[config.mk]
export PLATFORM = sky130hd
export DESIGN_NAME = change_dispenser_flat
export DESIGN_NICKNAME = d
export VERILOG_FILES = /design/src/rtl/change_dispenser_if.sv /design/src/rtl/change_dispenser.sv /design/src/flat_wrapper.sv
export SDC_FILE = /design/constraint.sdc
export NUM_CORES = 1
export LEC_CHECK = 0
export ABC_AREA = 1
export CORE_AREA = 2 2 74 76
export DETAILED_ROUTE_END_ITERATION = 16
export DIE_AREA = 0 0 76 78
export GPL_TIMING_DRIVEN = 0
export PLACE_DENSITY = 0.85
export SLEW_MARGIN = 20
export SYNTH_ARGS = -nofsm -noshare
export SYNTH_HDL_FRONTEND = slang
export SYNTH_SLANG_ARGS = --single-unit
[constraint.sdc]
create_clock -name clk -period 1.9 [get_ports clk]
set_input_delay 0.38 -clock clk [delete_from_list [all_inputs] [get_ports clk]]
set_output_delay 0.38 -clock clk [all_outputs]
set_load 0.05 [all_outputs]
[src/rtl/change_dispenser_if.sv]
// Change dispenser bus: cash-register request/status plus hopper handshake.
// Optional timeout feature is controlled by DISPENSE_TIMEOUT_EN in the design.
//   start, amount      : payout request from the cash register
//   hopper_ack         : level from the hoppers, high while a coin passes
//   eject_50/10/5      : per-hopper eject requests
//   busy, done         : transaction status
//   remaining          : amount still owed (residue after done)
//   coins_out          : coins paid in this transaction (saturating)
//   fault              : sticky hopper timeout flag
// master = register/hopper side, slave = dispenser.
interface change_dispenser_if #(
  parameter int unsigned AMT_W = 16,
  parameter int unsigned CNT_W = 8
);
  logic             start;
  logic [AMT_W-1:0] amount;
  logic             hopper_ack;
  logic             eject_50;
  logic             eject_10;
  logic             eject_5;
  logic             busy;
  logic             done;
  logic [AMT_W-1:0] remaining;
  logic [CNT_W-1:0] coins_out;
  logic             fault;

  modport master (
    output start, amount, hopper_ack,
    input  eject_50, eject_10, eject_5, busy, done, remaining, coins_out, fault
  );

  modport slave (
    input  start, amount, hopper_ack,
    output eject_50, eject_10, eject_5, busy, done, remaining, coins_out, fault
  );
endinterface

[src/rtl/change_dispenser.sv]
// Greedy coin payout sequencer driving 50/10/5 hoppers with eject/ack handshake.
// Ports:
//   clk    : system clock, posedge
//   rst_n  : synchronous active-low reset
//   bus    : change_dispenser_if.slave (request, hopper handshake, status)
// Config macro: DISPENSE_TIMEOUT_EN enables a per-coin hopper timeout that
// raises fault and ends the transaction; without it fault is constant 0.
module change_dispenser #(
  parameter int unsigned AMT_W       = 16,
  parameter int unsigned CNT_W       = 8,
  parameter int unsigned TIMEOUT_CYC = 1000
) (
  input  logic                clk,
  input  logic                rst_n,
  change_dispenser_if.slave   bus
);

  localparam logic [2:0] S_IDLE    = 3'd0;
  localparam logic [2:0] S_SELECT  = 3'd1;
  localparam logic [2:0] S_EJECT   = 3'd2;
  localparam logic [2:0] S_RELEASE = 3'd3;
  localparam logic [2:0] S_DONE    = 3'd4;

  localparam logic [1:0] C_NONE = 2'd0;
  localparam logic [1:0] C_50   = 2'd1;
  localparam logic [1:0] C_10   = 2'd2;
  localparam logic [1:0] C_5    = 2'd3;

  // A zero timeout would make the per-coin budget meaningless.
  if (TIMEOUT_CYC == 0) begin : g_bad_timeout
    $error("change_dispenser: TIMEOUT_CYC must be nonzero");
  end

  logic [2:0]       state, state_next;
  logic [1:0]       coin, coin_next;
  logic [AMT_W-1:0] remaining_q, remaining_next;
  logic [CNT_W-1:0] coins_q, coins_next;
  logic             fault_q, fault_next;
  logic             eject_50_q, eject_10_q, eject_5_q;
  logic             busy_q, done_q;
  logic             timeout_hit;

  function automatic logic [AMT_W-1:0] coin_value(input logic [1:0] c);
    case (c)
      C_50:    return AMT_W'(50);
      C_10:    return AMT_W'(10);
      C_5:     return AMT_W'(5);
      default: return '0;
    endcase
  endfunction

`ifdef DISPENSE_TIMEOUT_EN
  localparam int unsigned TMR_W = (TIMEOUT_CYC < 2) ? 1 : $clog2(TIMEOUT_CYC);

  logic [TMR_W-1:0] timer;

  // Counts cycles spent on the current coin; SELECT clears it before each EJECT.
  always_ff @(posedge clk) begin
    if (!rst_n) begin
      timer <= '0;
    end else if (state == S_EJECT || state == S_RELEASE) begin
      timer <= timer + TMR_W'(1);
    end else begin
      timer <= '0;
    end
  end

  assign timeout_hit = (state == S_EJECT || state == S_RELEASE) &&
                       (timer == TMR_W'(TIMEOUT_CYC - 1));
`else
  assign timeout_hit = 1'b0;
`endif

  // Next-state and next-value logic.
  always_comb begin
    state_next     = state;
    coin_next      = coin;
    remaining_next = remaining_q;
    coins_next     = coins_q;
    fault_next     = fault_q;
    case (state)
      S_IDLE: begin
        if (bus.start) begin
          remaining_next = bus.amount;
          coins_next     = '0;
          fault_next     = 1'b0;
          state_next     = S_SELECT;
        end
      end
      S_SELECT: begin
        if (remaining_q >= AMT_W'(50)) begin
          coin_next  = C_50;
          state_next = S_EJECT;
        end else if (remaining_q >= AMT_W'(10)) begin
          coin_next  = C_10;
          state_next = S_EJECT;
        end else if (remaining_q >= AMT_W'(5)) begin
          coin_next  = C_5;
          state_next = S_EJECT;
        end else begin
          coin_next  = C_NONE;
          state_next = S_DONE;
        end
      end
      S_EJECT: begin
        // An ack on the last budgeted cycle still pays the coin.
        if (bus.hopper_ack) begin
          remaining_next = remaining_q - coin_value(coin);
          coins_next     = (coins_q == {CNT_W{1'b1}}) ? coins_q : coins_q + CNT_W'(1);
          coin_next      = C_NONE;
          state_next     = S_RELEASE;
        end else if (timeout_hit) begin
          fault_next = 1'b1;
          coin_next  = C_NONE;
          state_next = S_DONE;
        end
      end
      S_RELEASE: begin
        // Wait for the sensor to clear so a long ack is counted once.
        if (!bus.hopper_ack) begin
          state_next = S_SELECT;
        end else if (timeout_hit) begin
          fault_next = 1'b1;
          state_next = S_DONE;
        end
      end
      S_DONE: begin
        state_next = S_IDLE;
      end
      default: begin
        coin_next  = C_NONE;
        state_next = S_IDLE;
      end
    endcase
  end

  // State and registered outputs; ejects/busy/done are decoded from the next state.
  always_ff @(posedge clk) begin
    if (!rst_n) begin
      state       <= S_IDLE;
      coin        <= C_NONE;
      remaining_q <= '0;
      coins_q     <= '0;
      fault_q     <= 1'b0;
      eject_50_q  <= 1'b0;
      eject_10_q  <= 1'b0;
      eject_5_q   <= 1'b0;
      busy_q      <= 1'b0;
      done_q      <= 1'b0;
    end else begin
      state       <= state_next;
      coin        <= coin_next;
      remaining_q <= remaining_next;
      coins_q     <= coins_next;
      fault_q     <= fault_next;
      eject_50_q  <= (state_next == S_EJECT) && (coin_next == C_50);
      eject_10_q  <= (state_next == S_EJECT) && (coin_next == C_10);
      eject_5_q   <= (state_next == S_EJECT) && (coin_next == C_5);
      busy_q      <= (state_next != S_IDLE);
      done_q      <= (state_next == S_DONE);
    end
  end

  assign bus.eject_50  = eject_50_q;
  assign bus.eject_10  = eject_10_q;
  assign bus.eject_5   = eject_5_q;
  assign bus.busy      = busy_q;
  assign bus.done      = done_q;
  assign bus.remaining = remaining_q;
  assign bus.coins_out = coins_q;
  assign bus.fault     = fault_q;

endmodule
[src/flat_wrapper.sv]
// flat-port wrapper written by rule: the top's interface ports become plain ports
module change_dispenser_flat 
#(
  parameter int unsigned AMT_W       = 16,
  parameter int unsigned CNT_W       = 8,
  parameter int unsigned TIMEOUT_CYC = 1000
)
  (clk, rst_n, bus_start, bus_amount, bus_hopper_ack, bus_eject_50, bus_eject_10, bus_eject_5, bus_busy, bus_done, bus_remaining, bus_coins_out, bus_fault);
  change_dispenser_if #(.AMT_W(AMT_W), .CNT_W(CNT_W)) bus_i ();
  input  logic clk;
  input  logic rst_n;
  input wire logic [$bits(bus_i.start)-1:0] bus_start;
  input wire logic [$bits(bus_i.amount)-1:0] bus_amount;
  input wire logic [$bits(bus_i.hopper_ack)-1:0] bus_hopper_ack;
  output wire logic [$bits(bus_i.eject_50)-1:0] bus_eject_50;
  output wire logic [$bits(bus_i.eject_10)-1:0] bus_eject_10;
  output wire logic [$bits(bus_i.eject_5)-1:0] bus_eject_5;
  output wire logic [$bits(bus_i.busy)-1:0] bus_busy;
  output wire logic [$bits(bus_i.done)-1:0] bus_done;
  output wire logic [$bits(bus_i.remaining)-1:0] bus_remaining;
  output wire logic [$bits(bus_i.coins_out)-1:0] bus_coins_out;
  output wire logic [$bits(bus_i.fault)-1:0] bus_fault;
  assign bus_i.start = bus_start;
  assign bus_i.amount = bus_amount;
  assign bus_i.hopper_ack = bus_hopper_ack;
  assign bus_eject_50 = bus_i.eject_50;
  assign bus_eject_10 = bus_i.eject_10;
  assign bus_eject_5 = bus_i.eject_5;
  assign bus_busy = bus_i.busy;
  assign bus_done = bus_i.done;
  assign bus_remaining = bus_i.remaining;
  assign bus_coins_out = bus_i.coins_out;
  assign bus_fault = bus_i.fault;
  change_dispenser #(.AMT_W(AMT_W), .CNT_W(CNT_W), .TIMEOUT_CYC(TIMEOUT_CYC)) u_core (.clk(clk), .rst_n(rst_n), .bus(bus_i));
endmodule
==> impl_metrics.yaml, run 1 <==
finish:
  n_antenna_cell: 0
  final_common_cell: "nand2_1"
  final_cell_mix: "85 x nand2_1, 37 x nor2_1, 36 x inv_1, 26 x clkdlybuf4s50_1, 26 x dfxtp_1"
  stdcell_count: 486
  num-nets-final: 446
  fin_util_pct: 64.4
  layout-drive-gt1-share_pct: 20.9
  syn_to_final_growth_pct: 42.8
  design_area_mm2: 0.00325
floorplan:
  start_util_pct: 45.1
  die_x_um: 76
  die_area_mm2: 0.00593
  rows: 26
  io_pins: 50
  die-height_um: 78
  coreArea_mm2: 0.00504
route:
  ant_nets: 0
  drt_first_pass_iters: 4
  vias_per_cell: 5.22
  initialDrtViolationCount: 137
  routed_wl_um: 6920
  wl_per_cell_um: 14.2
  num_vias: 2537
  drc: 0
critical_path:
  start_kind: "flip-flop"
  critPathCaptureType: "flip-flop"
  cp.arrival_ps: 2190
  critPathRequiredTime_ps: 2120
  path_class: "reg2reg"
  r2r_cells: 11
  critical_path_peak_fanout: 4
sta:
  drv_slew: 0
  timing.final.hold_violations: 0
  skew_ps: 7.59
  worst_pin_slew_ps: 658
  tns_ps: -184
  finalCriticalPeriod_ps: 1980
  setup_ws_ps: -77.5
  max_freq_mhz: 506
  finalSetupViolCount: 6
  rsz0062_at_grt: "true"
  min_period_over_period_pct: 104
  maxSlewHeadroom_pct: 56.2
clock_tree:
  cts_max_level: 2
  cts-root-buf: "clkbuf_8"
  cts_buffers: 5
  hold_buffers: 0
  clock_sinks: 34
  clkTransAtPathRegs_ps: 80
  clock_latency_ps: 290
  cts_tree: "built"
  clock_path_buffers: 2
logic_synthesis:
  async_flop_share_pct: 0
  synth_fa_ha_area_share_pct: 6.38
  synth_compound_area_share_pct: 14.8
  synthSimpleGateAreaFrac_pct: 35.9
  synth_edf_count: 0
  synth_nets: 384
  synth_xor_area_share_pct: 2.31
  synth_seq_cells: 34
  synth_mux_area_share_pct: 0
  syn_area_mm2: 0.00227
  syn_inst: 353
  ys_seq_area_share_pct: 29.9
  ys.flop_type: "dfxtp_1"
  syn_avg_cell_area_um2: 6.44
  yosys_warnings: 0
  ys_types: 40
  synth_top_family_by_area: "simple AND/OR/NAND/NOR gates"
placement:
  place_congestion: 0.916
  postPlaceCellArea_mm2: 0.00286
  dp.final_hpwl_um: 4780
  dp_cells: 471
  dpl_worst_slack_ps: -272
  numPortBuffers: 48
status:
  outcome: "finished, violations left"
  violations: "setup timing"
hold_path:
  whs_path_depth: 2
  hp-class: "reg2reg"
power_and_ir_drop:
  p_leak_uw: 0.00150
  powerDensity_mw_per_mm2: 1060
  peakVddDrop_mv: 0.529
global_routing:
  grt_max_degree: 13
  grtUsageTotal_pct: 22.7
  grt-ovfl-total: 0
  grt_pass1_vias: 2475
  grt_pass1_wl_um: 10800
  antenna_found_initial: 0
run:
  max_cap_violations: 0
==> layer usage <==
metal | part of all wire (%) | GRT usage (%) | vias to the layer above
met3 | 5.1 | 4.07 | 11
met5 | 0 | 0 | -
li1 | - | - | 1266
met2 | 50 | 39.8 | 75
met4 | 1.4 | 9.45 | 0
met1 | 44 | 27.3 | 1185
==> per-stage QoR <==
stage,hold slack (ps),power [µW]
global route,542,3650
detailed placement,507,2480
floorplan,522,2050
global placement,495,2440
CTS,518,3100
finish,514,3440
==> cell families (layout without fill, tap and decap cells) <==
kind of cell,Yosys count,count (layout)
AO/OA/AOI/OAI,59,59
XOR/XNOR,6,6
adder cells (fa/ha/maj),11,11
buffers and inverters,56,119
flip-flops,34,34
other,1,1
AND/OR/NAND/NOR,186,186
==> Yosys cell counts (2+ instances only) <==
cell type | count | share of area, %
xor2_1 | 5 | 1.9
buf_2 | 3 | 0.66
o21ai_1 | 2 | 0.44
a21oi_1 | 21 | 4.6
nor4_1 | 2 | 0.55
buf_6 | 2 | 0.99
a31oi_1 | 5 | 1.4
inv_1 | 41 | 6.8
ha_1 | 10 | 5.5
buf_4 | 2 | 0.66
clkbuf_1 | 2 | 0.33
nand4_1 | 4 | 1.1
a211oi_1 | 4 | 1.3
o21bai_1 | 2 | 0.66
nand3_1 | 24 | 5.3
nor2_1 | 41 | 6.8
nand2_1 | 96 | 16
nand3b_1 | 4 | 1.3
or2_2 | 2 | 0.55
o21ai_0 | 20 | 4.4
inv_2 | 4 | 0.66
nor3_1 | 6 | 1.3
dfxtp_1 | 34 | 30
==> layout make-up <==
cell class / count / area, µm²
repair buffers: 55 / 532
well taps: 70 / 87.6
clock inverters: 3 / 20.0
flip-flops and latches: 34 / 696
fillers: 436 / 1800
plain buffers: 9 / 60.1
clock buffers: 5 / 68.8
multi-input cells: 263 / 1600
inverters: 47 / 184
==> report_power, final <==
group          switching [µW]  internal (µW)  total [µW]
clock network             304            259         562
logic                    1240            726        1970
registers                 109            799         908
total                    1650           1780        3440
==> timing repair <==
| action | CTS | global route |
|---|---|---|
| buffers inserted | 3 | 4 |
| endpoints found under the setup margin | 29 | 22 |
| endpoints found under the hold margin | 0 | 0 |
| pin swaps | 0 | 20 |
| gates cloned | 0 | 0 |
| resized for setup | 34 | 52 |
==> critical path, stage by stage, from the launching register on <==
cell and delay, ps:
dfxtp_4 390, inv_4 40, ha_4 270, inv_2 40, fa_2 330, inv_2 80, nand3_2 80, nand3_4 130
buf_6 110, xor2_1 140, nand2_1 80, a31oi_1 210
==> registers in the layout, summed over array words and instances (netlist names) <==
name	count
u_core.bus.busy	1
u_core.state	3
u_core.bus.remaining	16
u_core.coin	2
u_core.bus.eject_5	1
u_core.bus.done	1
u_core.bus.coins_out	8
u_core.bus.eject_10	1
u_core.bus.eject_50	1
==> worst paths after layout <==
kind	startpoint	endpoint	slack, ps
max reg2reg	u_core.coin[0]	u_core.bus.remaining[4]	-80
min	u_core.bus.coins_out[4]	u_core.bus.coins_out[4]	510
max	u_core.coin[0]	u_core.bus.remaining[4]	-80
min reg2reg	u_core.bus.coins_out[4]	u_core.bus.coins_out[4]	510
(Power assumes the default switching activity.)
==> run 2, diff against run 1 <==
--- a/config.mk
+++ b/config.mk
@@ -10,6 +10,7 @@
 export DETAILED_ROUTE_END_ITERATION = 16
 export DIE_AREA = 0 0 76 78
 export GPL_TIMING_DRIVEN = 0
+export HOLD_SLACK_MARGIN = 0.1
 export PLACE_DENSITY = 0.85
 export SLEW_MARGIN = 20
 export SYNTH_ARGS = -nofsm -noshare
==> constraint.sdc (replaced) <==
create_clock -name clk -period 1.9 [get_ports clk]
set_input_delay 0.38 -clock clk [delete_from_list [all_inputs] [get_ports clk]]
set_output_delay 0.38 -clock clk [all_outputs]
set_load 0.02 [all_outputs]
==> run 2 against run 1 <==
  * The flow now finishes without violations
  * Die area unchanged
  * Final cell count decreased by 0.21%
  * Register-to-register slack improved by 100 ps
  * Critical path type unchanged
  * Largest power group unchanged
  * Highest routed layer unchanged
==> impl_metrics.yaml, run 2 (synthesized netlist as in run 1, its figures left out) <==
status:
  outcome: "completed"
floorplan:
  coreArea_mm2: 0.00504
  io_pins: 50
  die-height_um: 78
  start_util_pct: 45.1
  rows: 26
  die_area_mm2: 0.00593
  die_x_um: 76
finish:
  design_area_mm2: 0.00320
  largest_register_ffs: 16
  num-nets-final: 445
  layout-drive-gt1-share_pct: 17.8
  fin_util_pct: 63.4
  final_cell_mix: "91 x nand2_1, 48 x clkdlybuf4s50_1, 39 x nor2_1, 35 x inv_1, 31 x dfxtp_1"
  final_common_cell: "nand2_1"
  syn_to_final_growth_pct: 40.7
  n_antenna_cell: 0
critical_path:
  crit_slowest_cell: "dfxtp_4"
  path_cells: "inv_2 -> ha_4 -> inv_2 -> fa_2 -> inv_2 -> nand3_2 -> nand3_4 -> nand3b_1 -> nand3b_1 -> nand3_1 -> nand2_1 -> a21oi_2"
  critPathRequiredTime_ps: 2060
  cp_top_family: "adder cells"
  cp.arrival_ps: 2030
  path_class: "reg2reg"
  path_buf_inv: 3
  critical_path_peak_fanout: 4
  slowest_delay_ps: 380
  path_common_cell: "inv_2"
  start_kind: "flip-flop"
  critPathCaptureType: "flip-flop"
sta:
  max_freq_mhz: 533
  finalSetupViolCount: 0
  rsz0062_at_grt: "true"
  worst_pin_slew_ps: 617
  skew_ps: 15.8
  maxSlewHeadroom_pct: 58.9
  finalCriticalPeriod_ps: 1880
  timing.final.hold_violations: 0
  setup_ws_ps: 24.9
  min_period_over_period_pct: 98.7
  hold_slack_ps: 508
  drv_slew: 0
global_routing:
  grt_pass1_vias: 2322
  grtUsageTotal_pct: 21.4
  grt-ovfl-total: 0
  grt_pass1_wl_um: 10300
  antenna_found_initial: 0
  grt_max_degree: 11
route:
  drc: 0
  num_vias: 2577
  drt_first_pass_iters: 4
  wl_per_cell_um: 14.0
  ant_nets: 0
  routed_wl_um: 6770
  vias_per_cell: 5.31
  initialDrtViolationCount: 267
placement:
  dp.final_hpwl_um: 4670
  place_congestion: 0.924
  dpl_worst_slack_ps: -218
  postPlaceCellArea_mm2: 0.00285
  numPortBuffers: 48
clock_tree:
  hold_buffers: 0
  cts_buffers: 5
  clock_latency_ps: 300
  cts_tree: "built"
  cts_max_level: 2
  clock_sinks: 34
  cts-root-buf: "clkbuf_8"
  clock_path_buffers: 2
  clkTransAtPathRegs_ps: 70
power_and_ir_drop:
  powerDensity_mw_per_mm2: 1000
  finalPower_uw: 3210
  peakVddDrop_mv: 0.520
  p_leak_uw: 0.00133
run:
  max_cap_violations: 0
hold_path:
  hp-class: "reg2reg"
==> run 2: cell count changes in the layout (fill, tap and decap cells not counted), moves of 5 or more <==
cell	delta
dlygate4sd2_1	-17
dfxtp_1	+5
clkdlybuf4s50_1	+22
dlymetal6s2s_1	-5
nand2_1	+6
dfxtp_2	-5
nand2_2	-6
==> run 2: cell type report <==
class                      instances  area (µm²)
fill                             420        1840
sequential                        34         689
buffer                             9        60.1
inverter                          47         181
clock inverter                     1        5.00
tap                               70        87.6
clock buffer                       7        86.3
multi-input combinational        263        1560
timing repair buffer              54         526
==> run 2: worst reg2reg max path, delay by kind of cell, from the launching register on <==
family / cells / cell delay [ps]
AO/OA/AOI/OAI: 1 / 50
adder cells (fa/ha/maj): 2 / 610
buffers and inverters: 3 / 160
flip-flops: 1 / 380
AND/OR/NAND/NOR: 6 / 560
==> run 2: stage by stage <==
stage / TNS [ps] / cells
2_1_floorplan: 0 / 353
3_3_place_gp: -552 / 471
3_5_place_dp: -959 / 471
4_1_cts: -65.3 / 481
5_1_grt: -476 / 485
6_report: 0 / 485
==> run 2: final timing paths <==
check                        endpoint  slack [ps]  cells past startpoint                     from
max          u_core.bus.remaining[12]          20                     12           u_core.coin[0]
min           u_core.bus.coins_out[0]         510                      1  u_core.bus.coins_out[0]
max reg2reg  u_core.bus.remaining[12]          20                     12           u_core.coin[0]
min reg2reg   u_core.bus.coins_out[0]         510                      1  u_core.bus.coins_out[0]
==> run 2: where the power goes <==
part	internal (µW)	switching (µW)
Combinational	696	1030
Sequential	794	117
Clock	293	283
==> run 2: repair_timing <==
| action | CTS | global route |
|---|---|---|
| setup endpoints to repair | 11 | 20 |
| gates resized for setup | 10 | 43 |
| pin swaps | 2 | 15 |
| setup buffers | 2 | 4 |
==> run 2: metal layers <==
layer	up-vias	GRT usage (%)	routed length [µm]
met3	16	4.07	475
met5	-	0	0
met4	0	8.55	117
met2	114	37.5	3250
li1	1264	-	-
met1	1183	25.9	2920
